$ cat src/rtl/crossing_pkg.sv
// Shared phase encodings and grant identifiers for the pedestrian crossing scheduler.
// Phase values appear directly on the phase output, so the encoding is part of the interface.
package crossing_pkg;

  typedef enum logic [2:0] {
    ST_ROAD_GREEN      = 3'd0,
    ST_ROAD_YELLOW     = 3'd1,
    ST_ALL_RED_IN      = 3'd2,
    ST_PED_GREEN       = 3'd3,
    ST_PED_BLINK       = 3'd4,
    ST_ALL_RED_OUT     = 3'd5,
    ST_ROAD_RED_YELLOW = 3'd6
  } state_e;

  localparam logic GRANT_A = 1'b0;
  localparam logic GRANT_B = 1'b1;

  // Road lamp triple {red, yellow, green} for a given phase.
  function automatic logic [2:0] road_lamps(input state_e s);
    logic [2:0] l;
    case (s)
      ST_ROAD_GREEN:      l = 3'b001;
      ST_ROAD_YELLOW:     l = 3'b010;
      ST_ROAD_RED_YELLOW: l = 3'b110;
      default:            l = 3'b100;
    endcase
    return l;
  endfunction

  function automatic logic is_ped_phase(input state_e s);
    return (s == ST_PED_GREEN) || (s == ST_PED_BLINK);
  endfunction

endpackage

$ cat src/rtl/crossing_scheduler_tick_gen.sv
// Free-running prescaler: one-cycle tick every TICK_DIV clocks, first tick TICK_DIV cycles after reset.
// No backpressure; tick is a pure function of the counter.
module tick_gen #(
  parameter int unsigned TICK_DIV = 50000000
) (
  input  logic clk,
  input  logic rst_n,
  output logic tick
);

  localparam int unsigned CW = (TICK_DIV > 2) ? $clog2(TICK_DIV) : 1;
  localparam logic [CW-1:0] LAST = CW'(TICK_DIV - 1);
  localparam logic [CW-1:0] ONE  = CW'(1);

  logic [CW-1:0] cnt_q, cnt_d;

  assign tick  = (cnt_q == LAST);
  assign cnt_d = tick ? '0 : cnt_q + ONE;

  always_ff @(posedge clk or negedge rst_n) begin
    if (!rst_n) begin
      cnt_q <= '0;
    end else begin
      cnt_q <= cnt_d;
    end
  end

endmodule

$ cat src/rtl/crossing_scheduler.sv
// Road / two-crossing lamp scheduler; phases advance on prescaled ticks, outputs are registered-state decodes.
// Optional flashing pedestrian phase when CROSSING_PED_BLINK_EN is defined.
module crossing_scheduler
  import crossing_pkg::*;
#(
  parameter int unsigned TICK_DIV     = 50000000,
  parameter logic [7:0]  T_MIN_GREEN  = 8'd5,
  parameter logic [7:0]  T_YELLOW     = 8'd1,
  parameter logic [7:0]  T_ALL_RED    = 8'd2,
  parameter logic [7:0]  T_PED_GREEN  = 8'd4,
  parameter logic [7:0]  T_PED_BLINK  = 8'd2,
  parameter logic [7:0]  T_RED_YELLOW = 8'd1
) (
  input  logic       clk,
  input  logic       rst_n,
  input  logic       ped_req_a,
  input  logic       ped_req_b,
  output logic       road_red,
  output logic       road_yellow,
  output logic       road_green,
  output logic       ped_a_red,
  output logic       ped_a_green,
  output logic       ped_b_red,
  output logic       ped_b_green,
  output logic       pend_a,
  output logic       pend_b,
  output logic [2:0] phase
);

  state_e     state_q, state_d;
  logic [7:0] timer_q, timer_d;
  logic       pend_a_q, pend_a_d;
  logic       pend_b_q, pend_b_d;
  logic       ptr_q, ptr_d;
  logic       grant_q, grant_d;
  logic       second_q, second_d;
  logic       tick;
  logic       expire;
  logic       pick;
  logic       other_pend;
  logic       enter_pg;
  logic       serving_a, serving_b;
  logic       ped_lit;

  tick_gen #(.TICK_DIV(TICK_DIV)) u_tick_gen (
    .clk   (clk),
    .rst_n (rst_n),
    .tick  (tick)
  );

  function automatic logic [7:0] phase_dur(input state_e s);
    logic [7:0] d;
    case (s)
      ST_ROAD_GREEN:      d = T_MIN_GREEN;
      ST_ROAD_YELLOW:     d = T_YELLOW;
      ST_ALL_RED_IN:      d = T_ALL_RED;
      ST_PED_GREEN:       d = T_PED_GREEN;
      ST_PED_BLINK:       d = T_PED_BLINK;
      ST_ALL_RED_OUT:     d = T_ALL_RED;
      ST_ROAD_RED_YELLOW: d = T_RED_YELLOW;
      default:            d = T_MIN_GREEN;
    endcase
    return d;
  endfunction

  assign expire = tick && (timer_q == 8'd0);

  // Tie-break only matters when both are pending; the pointer names the crossing not served last.
  assign pick = (pend_a_q && !pend_b_q) ? GRANT_A :
                (pend_b_q && !pend_a_q) ? GRANT_B : ptr_q;

  assign other_pend = (grant_q == GRANT_A) ? pend_b_q : pend_a_q;

  // Next-state logic
  always_comb begin
    state_d = state_q;
    grant_d = grant_q;
    case (state_q)
      ST_ROAD_GREEN: begin
        if (expire && (pend_a_q || pend_b_q)) state_d = ST_ROAD_YELLOW;
      end
      ST_ROAD_YELLOW: begin
        if (expire) state_d = ST_ALL_RED_IN;
      end
      ST_ALL_RED_IN: begin
        if (expire) begin
          state_d = ST_PED_GREEN;
          grant_d = pick;
        end
      end
      ST_PED_GREEN: begin
`ifdef CROSSING_PED_BLINK_EN
        if (expire) state_d = ST_PED_BLINK;
`else
        if (expire) state_d = ST_ALL_RED_OUT;
`endif
      end
      ST_PED_BLINK: begin
        if (expire) state_d = ST_ALL_RED_OUT;
      end
      ST_ALL_RED_OUT: begin
        if (expire) begin
          if (!second_q && other_pend) begin
            state_d = ST_PED_GREEN;
            grant_d = ~grant_q;
          end else begin
            state_d = ST_ROAD_RED_YELLOW;
          end
        end
      end
      ST_ROAD_RED_YELLOW: begin
        if (expire) state_d = ST_ROAD_GREEN;
      end
      default: state_d = ST_ROAD_GREEN;
    endcase
  end

  assign enter_pg  = (state_d == ST_PED_GREEN) && (state_q != ST_PED_GREEN);
  assign serving_a = is_ped_phase(state_q) && (grant_q == GRANT_A);
  assign serving_b = is_ped_phase(state_q) && (grant_q == GRANT_B);

  // Phase timer, request latches and sequence bookkeeping
  always_comb begin
    timer_d  = timer_q;
    pend_a_d = pend_a_q;
    pend_b_d = pend_b_q;
    ptr_d    = ptr_q;
    second_d = second_q;

    if (state_d != state_q) begin
      timer_d = phase_dur(state_d) - 8'd1;
    end else if (tick && (timer_q != 8'd0)) begin
      timer_d = timer_q - 8'd1;
    end

    // A press in the cycle of entry counts as served, hence the clear wins.
    if (enter_pg && (grant_d == GRANT_A)) begin
      pend_a_d = 1'b0;
    end else if (ped_req_a && !serving_a) begin
      pend_a_d = 1'b1;
    end

    if (enter_pg && (grant_d == GRANT_B)) begin
      pend_b_d = 1'b0;
    end else if (ped_req_b && !serving_b) begin
      pend_b_d = 1'b1;
    end

    if (enter_pg) begin
      ptr_d    = ~grant_d;
      second_d = (state_q == ST_ALL_RED_OUT);
    end
  end

`ifdef CROSSING_PED_BLINK_EN
  logic blink_q, blink_d;

  always_comb begin
    blink_d = blink_q;
    if ((state_d == ST_PED_BLINK) && (state_q != ST_PED_BLINK)) begin
      blink_d = 1'b1;
    end else if ((state_q == ST_PED_BLINK) && tick) begin
      blink_d = ~blink_q;
    end
  end

  always_ff @(posedge clk or negedge rst_n) begin
    if (!rst_n) begin
      blink_q <= 1'b0;
    end else begin
      blink_q <= blink_d;
    end
  end

  assign ped_lit = (state_q == ST_PED_GREEN) || ((state_q == ST_PED_BLINK) && blink_q);
`else
  assign ped_lit = (state_q == ST_PED_GREEN);
`endif

  // State register
  always_ff @(posedge clk or negedge rst_n) begin
    if (!rst_n) begin
      state_q  <= ST_ROAD_GREEN;
      timer_q  <= T_MIN_GREEN - 8'd1;
      pend_a_q <= 1'b0;
      pend_b_q <= 1'b0;
      ptr_q    <= GRANT_A;
      grant_q  <= GRANT_A;
      second_q <= 1'b0;
    end else begin
      state_q  <= state_d;
      timer_q  <= timer_d;
      pend_a_q <= pend_a_d;
      pend_b_q <= pend_b_d;
      ptr_q    <= ptr_d;
      grant_q  <= grant_d;
      second_q <= second_d;
    end
  end

  // Output decode; lamps depend on registered state only, so reset reaches them immediately.
  always_comb begin
    {road_red, road_yellow, road_green} = road_lamps(state_q);
    ped_a_green = ped_lit && (grant_q == GRANT_A);
    ped_b_green = ped_lit && (grant_q == GRANT_B);
    ped_a_red   = ~ped_a_green;
    ped_b_red   = ~ped_b_green;
    pend_a      = pend_a_q;
    pend_b      = pend_b_q;
    phase       = state_q;
  end

endmodule
$ cat config.mk
export PLATFORM = sky130hd
export DESIGN_NAME = crossing_scheduler
export DESIGN_NICKNAME = d
export VERILOG_FILES = /design/src/rtl/crossing_pkg.sv /design/src/rtl/crossing_scheduler_tick_gen.sv /design/src/rtl/crossing_scheduler.sv
export SDC_FILE = /design/constraint.sdc
export NUM_CORES = 1
export LEC_CHECK = 0
export ABC_AREA = 1
export CORE_MARGIN = 2
export CORE_UTILIZATION = 49
export CTS_CLUSTER_DIAMETER = 30
export DETAILED_ROUTE_END_ITERATION = 6
export PLACE_DENSITY = 0.68
export SLEW_MARGIN = 5
export SYNTH_ARGS = -nofsm -noshare
export SYNTH_HDL_FRONTEND = slang
export SYNTH_SLANG_ARGS = --single-unit
$ cat constraint.sdc
create_clock -name clk -period 5.7 [get_ports clk]
set_input_delay 1.425 -clock clk [delete_from_list [all_inputs] [get_ports clk]]
set_output_delay 1.425 -clock clk [all_outputs]
set_load 0.01 [all_outputs]
==> flow_summary_export.csv, run 1 <==
group,metric,value,unit
sta,setup_violations,0,
die,io_pins,16,
worst_setup_path,critPathLaunchType,"register",
drt,post-route-drc-count,0,
worst_setup_path,cp-end-kind,"output port",
cells_and_area,multi_input_area,1380,µm²
sta,period_share,56.3,%
sta,post-route-min-period,3.21,ns
cells_and_area,instances_no_fill,457,
logic_synthesis,synth.avg_cell_area,7.49,µm²
cells_and_area,final_cell_mix,"inv_1, nand2_1, nor2_1",
worst_setup_path,worstSetupPathType,"register to output port",
clock_network,cts_made_buffers,5,
logic_synthesis,synthFlopType,"dfrtp_1",
power,power.density,176,nW/µm²
worst_setup_path,worst-r2r-setup-slack,2.94,ns
sta,tns,0,ns
clock_network,root_buffer,"clkbuf_8",
sta,hold_viol_final,0,
global_route,grt_pass1_wl,9.50,mm
die,die_w,78.8,µm
clock_network,path_clk_slew,0.09,ns
logic_synthesis,netlist_area,2740,µm²
global_route,grt_pass1_vias,2179,
drt,routedWlPerCell,11.6,µm
logic_synthesis,ys_seq_elements,42,
min_path,min_path_type,"register to register",
drt,routed_wl,5.29,mm
die,num_rows,27,
logic_synthesis,synthArstFlopShare,100,%
logic_synthesis,yosysUniqueCellTypes,42,
cells_and_area,drive_above_1_share,15.1,%
logic_synthesis,syn_nets,372,
clock_network,cts_max_level,2,
logic_synthesis,synthCells,366,
logic_synthesis,yosysSeqAreaShare,38.4,%
placed_design,gp_congestion,0.875,
power,p_leak,1.58,nW
logic_synthesis,post-synth-top-area-fraction,37.4,%
power,ir_drop,0.107,mV
sta,setup_slack,2.49,ns
die,fp.coreArea,5440,µm²
placed_design,pre_cts_ws,2.85,ns
placed_design,placed_cells,449,
sta,holdWs,0.470,ns
cells_and_area,diodes,0,
placed_design,dp_hpwl,3.98,mm
sta,fin_worst_skew,0.0118,ns
sta,rsz0062_at_grt,"false",
cells_and_area,regArea,1050,µm²
logic_synthesis,synth-simple-area-share,35.9,%
logic_synthesis,muxShareOfSynthArea,0,%
drt,routed-via-count,2291,
worst_setup_path,worstPathArrival,1.79,ns
die,start_util,50.4,%
logic_synthesis,synth_top_family_by_area,"simple AND/OR/NAND/NOR gates",
logic_synthesis,synthTopCellsByArea,"dfrtp_1, inv_1, nand2_1, nor2_1, a21oi_1",
drt,drt_iter0_drc,108,
worst_setup_path,worstPathRequired,4.28,ns
clock_network,clkSinkCount,42,
die,die_y,78.8,µm
die,die-area,6210,µm²
clock_network,insertion_delay,0.30,ns
drt,drt-pass1-iter-count,4,
cells_and_area,final_common_cell,"inv_1",
cells_and_area,area_growth,11.4,%
global_route,grt_max_degree,43,
clock_network,clock_path_buffers,2,
logic_synthesis,synth-xor-area-share,2.24,%
clock_network,cts_resized,0,
drt,vias_per_cell,5.01,
cells_and_area,fillers,509,
placed_design,io_buffers,15,
logic_synthesis,synthAdderAreaFrac,0.912,%
logic_synthesis,synth-edff-count,0,
logic_synthesis,synth_compound_area_share,11.3,%
sta,tightest_slew,0.940,ns
worst_setup_path,path_max_fanout,5,
clock_network,cts_hold_buf,0,
global_route,grt.total_usage,19.0,%
global_route,antenna_found_initial,0,
logic_synthesis,post-synth-top-area-cell,"dfrtp_1",
status,status,"completed",
logic_synthesis,yosysWarnings,0,
clock_network,cts_tree,"built",
flow_run,drv_cap,0,
sta,slew_headroom,37.4,%
clock_network,post_cts_buffers,0,
sta,timing.fmax,0.311,GHz
drt,ant_nets,0,
sta,slew_violations,0,
cells_and_area,nets,390,
global_route,grt-ovfl-total,0,
[sequential cells by signal, summed over array words and instances, names as in the netlist]
| register | flops |
|---|---|
| u_tick_gen.cnt_q | 26 |
| pend_a | 1 |
| pend_b | 1 |
| grant_q | 1 |
| timer_q | 8 |
| ptr_q | 1 |
| second_q | 1 |
| phase | 3 |
[cells in the mapped netlist, types with 5 or more instances]
| cell | number |
|---|---|
| inv_1 | 66 |
| nand2_1 | 62 |
| nor2_1 | 44 |
| dfrtp_1 | 41 |
| a21oi_1 | 20 |
| nand3_1 | 19 |
| o21ai_0 | 16 |
| nor3_1 | 14 |
| nand2_2 | 10 |
| nand4_1 | 9 |
| inv_2 | 7 |
| xor2_1 | 6 |
| nand2_4 | 5 |
| nor2_2 | 5 |
| nor2_4 | 5 |
[metal layers]
| metal | vias to the layer above | track usage, % | share of wire (%) |
|---|---|---|---|
| met1 | 1040 | 25.3 | 48 |
| met3 | 5 | 3.75 | 4.5 |
| met5 | - | 0 | 0 |
| met2 | 47 | 31.5 | 46 |
| met4 | 0 | 5.34 | 0.83 |
| li1 | 1199 | - | - |
[layout make-up]
cell class | instances | share of cell area [%]
Multi-Input combinational cell | 246 | 45.2
Sequential cell | 42 | 34.4
Inverter | 74 | 9.13
Timing Repair Buffer | 15 | 4.75
Tap cell | 72 | 2.95
Clock buffer | 5 | 2.25
Clock inverter | 3 | 1.31
[worst paths after layout]
check,startpoint,end,cells after the start
worst max-delay path,phase[0],road_yellow,5
worst min-delay path,u_tick_gen.cnt_q[0],u_tick_gen.cnt_q[0],1
worst max register to register,u_tick_gen.cnt_q[0],timer_q[4],18
worst min register to register,u_tick_gen.cnt_q[0],u_tick_gen.cnt_q[0],1
max in group asynchronous,rst_n,u_tick_gen.cnt_q[3],1
min in group asynchronous,rst_n,u_tick_gen.cnt_q[17],1
[power breakdown]
part / internal (mW) / total (mW) / switching [mW]
clock: 0.129 / 0.233 / 0.104
combinational: 0.00155 / 0.00747 / 0.00592
sequential: 0.298 / 0.298 / 0
total: 0.428 / 0.538 / 0.110
[worst max-delay path: stages (launching register included)]
cell and delay [ns]:
dfrtp_1 0.41, inv_1 0.12, nor2_1 0.18, nand2_1 0.11
o21ai_0 0.10, clkdlybuf4s50_1 0.57
[metrics by stage]
| stage | power, mW | util, % | area (µm²) |
|---|---|---|---|
| after CTS | 0.544 | 56.2 | 3060 |
| final | 0.538 | 56.2 | 3060 |
| after floorplan | 0.304 | - | 2740 |
| after global routing | 0.560 | 56.2 | 3060 |
| after global placement | 0.312 | 54.2 | 2950 |
| after detailed placement | 0.312 | 54.2 | 2950 |
[logic make-up after synthesis]
group | after synthesis
XOR/XNOR | 7
buffers and inverters | 78
flip-flops | 42
AO/OA/AOI/OAI | 51
AND/OR/NAND/NOR | 186
adder cells (fa/ha/maj) | 2
No activity file was read; power rests on OpenSTA's default activity.
==> run 2: changes to the inputs <==
--- a/config.mk
+++ b/config.mk
@@ -10,7 +10,7 @@
 export CORE_UTILIZATION = 49
 export CTS_CLUSTER_DIAMETER = 30
 export DETAILED_ROUTE_END_ITERATION = 6
-export PLACE_DENSITY = 0.68
+export PLACE_DENSITY = 0.7
 export SLEW_MARGIN = 5
 export SYNTH_ARGS = -nofsm -noshare
 export SYNTH_HDL_FRONTEND = slang
==> constraint.sdc (replaced) <==
create_clock -name clk -period 2.86 [get_ports clk]
set_input_delay 0.715 -clock clk [delete_from_list [all_inputs] [get_ports clk]]
set_output_delay 0.715 -clock clk [all_outputs]
set_load 0.01 [all_outputs]
==> run 2 against run 1 <==
  * Combinational power increased by 100%
  * Flip-flop and latch count unchanged
  * Clock power up 74%
  * Die area is the same
  * Hold slack gained 0.0034 ns
  * Critical path type is now register to register
==> flow_summary_export.csv, run 2 (synthesis gave the netlist of run 1 again) <==
group,metric,value,unit
clock_network,insertion_delay,0.30,ns
global_route,grt_pass1_wl,9.89,mm
worst_setup_path,worstSetupPathType,"register to register",
sta,period_share,93.6,%
power,power.density,329,nW/µm²
drt,drt-pass1-iter-count,4,
sta,fin_worst_skew,0.00571,ns
drt,post-route-drc-count,0,
sta,setup_slack,0.182,ns
clock_network,clkSinkCount,42,
worst_setup_path,critPathLaunchType,"register",
drt,routed-via-count,2292,
die,die_w,78.8,µm
clock_network,cts_max_level,2,
worst_setup_path,cp-end-kind,"register",
power,ir_drop,0.190,mV
die,io_pins,16,
clock_network,post_cts_buffers,0,
die,die_y,78.8,µm
drt,routedWlPerCell,12.2,µm
sta,timing.fmax,0.373,GHz
sta,post-route-min-period,2.68,ns
clock_network,cts_made_buffers,5,
power,p_leak,1.58,nW
cells_and_area,area_growth,12.3,%
drt,vias_per_cell,4.99,
global_route,grt_max_degree,43,
placed_design,gp_congestion,0.951,
die,fp.coreArea,5440,µm²
worst_setup_path,worstPathRequired,3.08,ns
global_route,grt.total_usage,19.7,%
global_route,grt_pass1_vias,2266,
drt,ant_nets,0,
sta,holdWs,0.474,ns
sta,slew_violations,0,
flow_run,drv_cap,0,
cells_and_area,largest_reg_flops,26,
die,start_util,50.4,%
sta,hold_viol_final,0,
clock_network,clock_path_buffers,2,
cells_and_area,final_common_cell,"inv_1",
sta,tightest_slew,0.946,ns
die,die-area,6210,µm²
min_path,min_path_type,"register to register",
cells_and_area,max_flop_register,"u_tick_gen.cnt_q",
min_path,holdCritStartpoint,"u_tick_gen.cnt_q[0]",
status,status,"completed",
worst_setup_path,crit_path_start,"u_tick_gen.cnt_q[0]",
drt,routed_wl,5.62,mm
placed_design,pre_cts_ws,0.163,ns
global_route,grt-ovfl-total,0,
cells_and_area,drive_above_1_share,16.3,%
global_route,antenna_found_initial,0,
placed_design,dp_hpwl,4.21,mm
clock_network,path_clk_slew,0.08,ns
clock_network,cts_tree,"built",
worst_setup_path,path_max_fanout,7,
die,num_rows,27,
placed_design,io_buffers,15,
sta,slew_headroom,36.9,%
worst_setup_path,r2r-start,"u_tick_gen.cnt_q[0]",
clock_network,root_buffer,"clkbuf_8",
sta,setup_violations,0,
cells_and_area,diodes,0,
cells_and_area,final_cell_mix,"inv_1, nand2_1, nor2_1",
drt,drt_iter0_drc,88,
worst_setup_path,worstPathArrival,2.90,ns
cells_and_area,nets,392,
run 2: metrics by stage:
stage	util, %	cells	setup TNS [ns]	cell area (µm²)	power, mW
2_1_floorplan	-	366	0	2740	0.606
3_3_place_gp	54.5	451	0	2960	0.621
3_5_place_dp	54.5	451	0	2960	0.621
4_1_cts	56.2	459	0	3060	1.03
5_1_grt	56.6	459	-0.0384	3080	1.05
6_report	56.6	459	0	3080	1.01
run 2: final timing paths:
path	to	slack, ns	cells past startpoint
max	timer_q[4]	0.18	17
min	u_tick_gen.cnt_q[0]	0.47	1
max reg2reg	timer_q[4]	0.18	17
min reg2reg	u_tick_gen.cnt_q[0]	0.47	1
max in group asynchronous	phase[0]	1.72	1
min in group asynchronous	u_tick_gen.cnt_q[25]	0.56	1
run 2: repair_timing:
action	4_1_cts	5_1_grt
endpoints found under the setup margin	0	1
resized for setup	0	5
hold buffers	0	0
run 2: layer usage:
layer  share of wire (%)  global-route usage [%]
met5                   0                       0
met3                 3.1                    3.86
met2                  48                    33.9
met4                 1.5                    5.17
met1                  47                    25.4
run 2: critical path: stages, from the launching register on:
cell      delay [ns]
dfrtp_1         0.38
ha_2            0.21
nand2_2         0.08
nor2_4          0.18
nand2_4         0.08
nor2_8          0.15
nand2_4         0.10
clkinv_2        0.10
nand3_1         0.15
a21oi_2         0.21
nand3_1         0.11
nand3_1         0.08
nand2_1         0.09
nand2_4         0.12
ha_2            0.21
nand2_1         0.09
nor2_2          0.10
xor2_1          0.15
run 2: final cells by class:
class | instances | area [µm²]
clock buffers | 6 | 82.6
well taps | 72 | 90.1
repair buffers | 17 | 160
multi-input cells | 246 | 1400
clock inverters | 2 | 12.5
inverters | 74 | 279
flip-flops and latches | 42 | 1050
fillers | 523 | 2360
run 2: where the power goes:
| part | total, mW | switching [mW] | internal [mW] |
|---|---|---|---|
| Clock | 0.406 | 0.212 | 0.194 |
| Combinational | 0.0150 | 0.0119 | 0.00310 |
| Sequential | 0.593 | 0 | 0.593 |
==> run 3: changes to the inputs <==
--- a/config.mk
+++ b/config.mk
@@ -7,10 +7,10 @@
 export LEC_CHECK = 0
 export ABC_AREA = 1
 export CORE_MARGIN = 2
-export CORE_UTILIZATION = 49
+export CORE_UTILIZATION = 45
 export CTS_CLUSTER_DIAMETER = 30
 export DETAILED_ROUTE_END_ITERATION = 6
-export PLACE_DENSITY = 0.7
+export PLACE_DENSITY = 0.65
 export SLEW_MARGIN = 5
 export SYNTH_ARGS = -nofsm -noshare
 export SYNTH_HDL_FRONTEND = slang
==> run 3 against run 2 <==
  * Worst setup slack gained 0.048 ns
  * Maximum frequency increased by 1.8%
  * Largest cell class unchanged
  * Flip-flop and latch count unchanged
  * Hold slack lost 0.19 ns
  * Utilization is 4.2 points lower
  * Clock-buffer cell count is 1 lower
  * Via count rose by 3.5%
==> flow_summary_export.csv, run 3 (synthesis gave the netlist of run 1 again) <==
group,metric,value,unit
worst_setup_path,worstPathRequired,3.09,ns
cells_and_area,diodes,0,
placed_design,dp_hpwl,4.33,mm
min_path,min_path_type,"primary input to async pin",
drt,ant_nets,0,
clock_network,cts_made_buffers,5,
worst_setup_path,critPathLaunchType,"register",
clock_network,cts_hold_buf,0,
power,ir_drop,0.212,mV
cells_and_area,largest_reg_flops,26,
worst_setup_path,cp.depth,17,
worst_setup_path,r2r_cells,17,
sta,holdWs,0.289,ns
drt,routedWlPerCell,12.3,µm
cells_and_area,drive_above_1_share,17.2,%
cells_and_area,instances_no_fill,465,
placed_design,place_area,2980,µm²
cells_and_area,fillers,587,
clock_network,cts_tree,"built",
worst_setup_path,slowest_delay,0.38,ns
sta,tightest_slew,0.426,ns
cells_and_area,design_area,3100,µm²
sta,hold_viol_final,0,
sta,period_share,92.0,%
global_route,grt_pass1_wl,10.1,mm
sta,setup_violations,0,
placed_design,io_buffers,15,
clock_network,path_clk_slew,0.10,ns
clock_network,cts_max_level,2,
sta,timing.fmax,0.380,GHz
die,die_w,82.1,µm
worst_setup_path,crit_path_frequent_cell,"nand2_2",
worst_setup_path,cp-end-kind,"register",
placed_design,gp_congestion,0.925,
status,status,"completed",
cells_and_area,nets,395,
die,fp.coreArea,5920,µm²
drt,vias_per_cell,5.10,
power,total_power,1.02,mW
drt,drt_iter0_drc,78,
flow_run,drv_cap,0,
cells_and_area,final_cell_mix,"inv_1, nand2_1, nor2_1",
clock_network,insertion_delay,0.31,ns
die,io_pins,16,
die,die_y,82.1,µm
clock_network,root_buffer,"clkbuf_8",
global_route,grt_pass1_vias,2247,
drt,routed_wl,5.74,mm
sta,fin_worst_skew,0.0151,ns
global_route,grt-ovfl-total,0,
sta,post-route-min-period,2.63,ns
cells_and_area,area_growth,13.1,%
global_route,antenna_found_initial,0,
worst_setup_path,crit_path_start,"u_tick_gen.cnt_q[0]",
worst_setup_path,slowest_stage,"dfrtp_1",
sta,rsz0062_at_grt,"false",
drt,post-route-drc-count,0,
power,power.density,328,nW/µm²
global_route,grt.total_usage,19.5,%
sta,slew_violations,0,
worst_setup_path,worstPathArrival,2.86,ns
drt,routed-via-count,2373,
worst_setup_path,r2r-start,"u_tick_gen.cnt_q[0]",
cells_and_area,final_common_cell,"inv_1",
clock_network,clkSinkCount,42,
worst_setup_path,crit_chain,"ha_2, nand2_2, nor2_4, nand2_4, nor2_8, nand3_4, o21ai_4, nand3_4, nand2_2, nand2_8, inv_2, nand2_1, nand2_2, ha_2, nand2_1, nor2_2, xor2_1",
worst_setup_path,crit_family,"simple AND/OR/NAND/NOR gates",
worst_setup_path,worstSetupPathType,"register to register",
die,start_util,46.3,%
sta,tns,0,ns
die,num_rows,28,
cells_and_area,max_flop_register,"u_tick_gen.cnt_q",
worst_setup_path,critPathBufInv,1,
clock_network,clock_path_buffers,2,
power,p_leak,1.59,nW
worst_setup_path,path_max_fanout,12,
drt,drt-pass1-iter-count,4,
placed_design,placed_cells,456,
sta,slew_headroom,71.4,%
die,die-area,6740,µm²
global_route,grt_max_degree,17,
[run 3: changes by cell type in the layout (fill, tap and decap cells not counted)]
cell,before,now
buf_4,2,5
a21oi_1,19,18
a21oi_2,2,3
clkbuf_8,6,5
clkinv_2,2,1
clkinv_4,0,1
inv_6,0,1
nand2_2,9,10
nand2_4,5,4
[run 3: final cells by class]
cell class	instances	area, µm²	share of cell area (%)
clock buffer	5	68.8	2.22
multi-input combinational	246	1400	45.2
clock inverter	3	25.0	0.806
sequential	42	1050	33.9
inverter	74	279	8.99
tap	75	93.8	3.02
timing repair buffer	20	183	5.89
[run 3: worst reg2reg max path, cell delays in order (launching register included)]
cell	delay [ns]
dfrtp_1	0.38
ha_2	0.21
nand2_2	0.09
nor2_4	0.16
nand2_4	0.08
nor2_8	0.16
nand3_4	0.12
o21ai_4	0.17
nand3_4	0.11
nand2_2	0.12
nand2_8	0.10
inv_2	0.10
nand2_1	0.07
nand2_2	0.14
ha_2	0.23
nand2_1	0.09
nor2_2	0.10
xor2_1	0.14
[run 3: layer usage]
| metal | GRT usage, % | up-vias | part of all wire, % |
|---|---|---|---|
| met1 | 26.9 | 1116 | 49 |
| met4 | 6.50 | 0 | 1.4 |
| met2 | 31.2 | 41 | 46 |
| li1 | - | 1209 | - |
| met5 | 0 | - | 0 |
| met3 | 3.30 | 7 | 3.6 |
[run 3: path summary, 6_finish.rpt]
path,slack [ns],to
worst min register to register,0.53,timer_q[2]
worst max register to register,0.23,timer_q[4]
max in group asynchronous,1.96,timer_q[2]
min in group clk,0.53,timer_q[2]
worst max-delay path,0.23,timer_q[4]
worst min-delay path,0.29,u_tick_gen.cnt_q[24]
[run 3: what timing repair did]
item                       4_1_cts  5_1_grt
setup endpoints to repair        0        2
resized for setup                0        5
setup buffers                    0        1
[run 3: power breakdown]
group	leakage, nW	total, mW	switching [mW]	internal [mW]
sequential	0.558	0.593	0	0.593
combinational	0.988	0.0175	0.0126	0.00489
clock	0.0447	0.408	0.232	0.176
[run 3: per-stage QoR]
| stage | setup WS [ns] | util [%] |
|---|---|---|
| floorplan | 0.465 | - |
| global placement | 0.303 | 50.3 |
| finish | 0.230 | 52.4 |
| detailed placement | 0.206 | 50.3 |
| CTS | 0.195 | 51.9 |
| global route | 0.00312 | 52.4 |
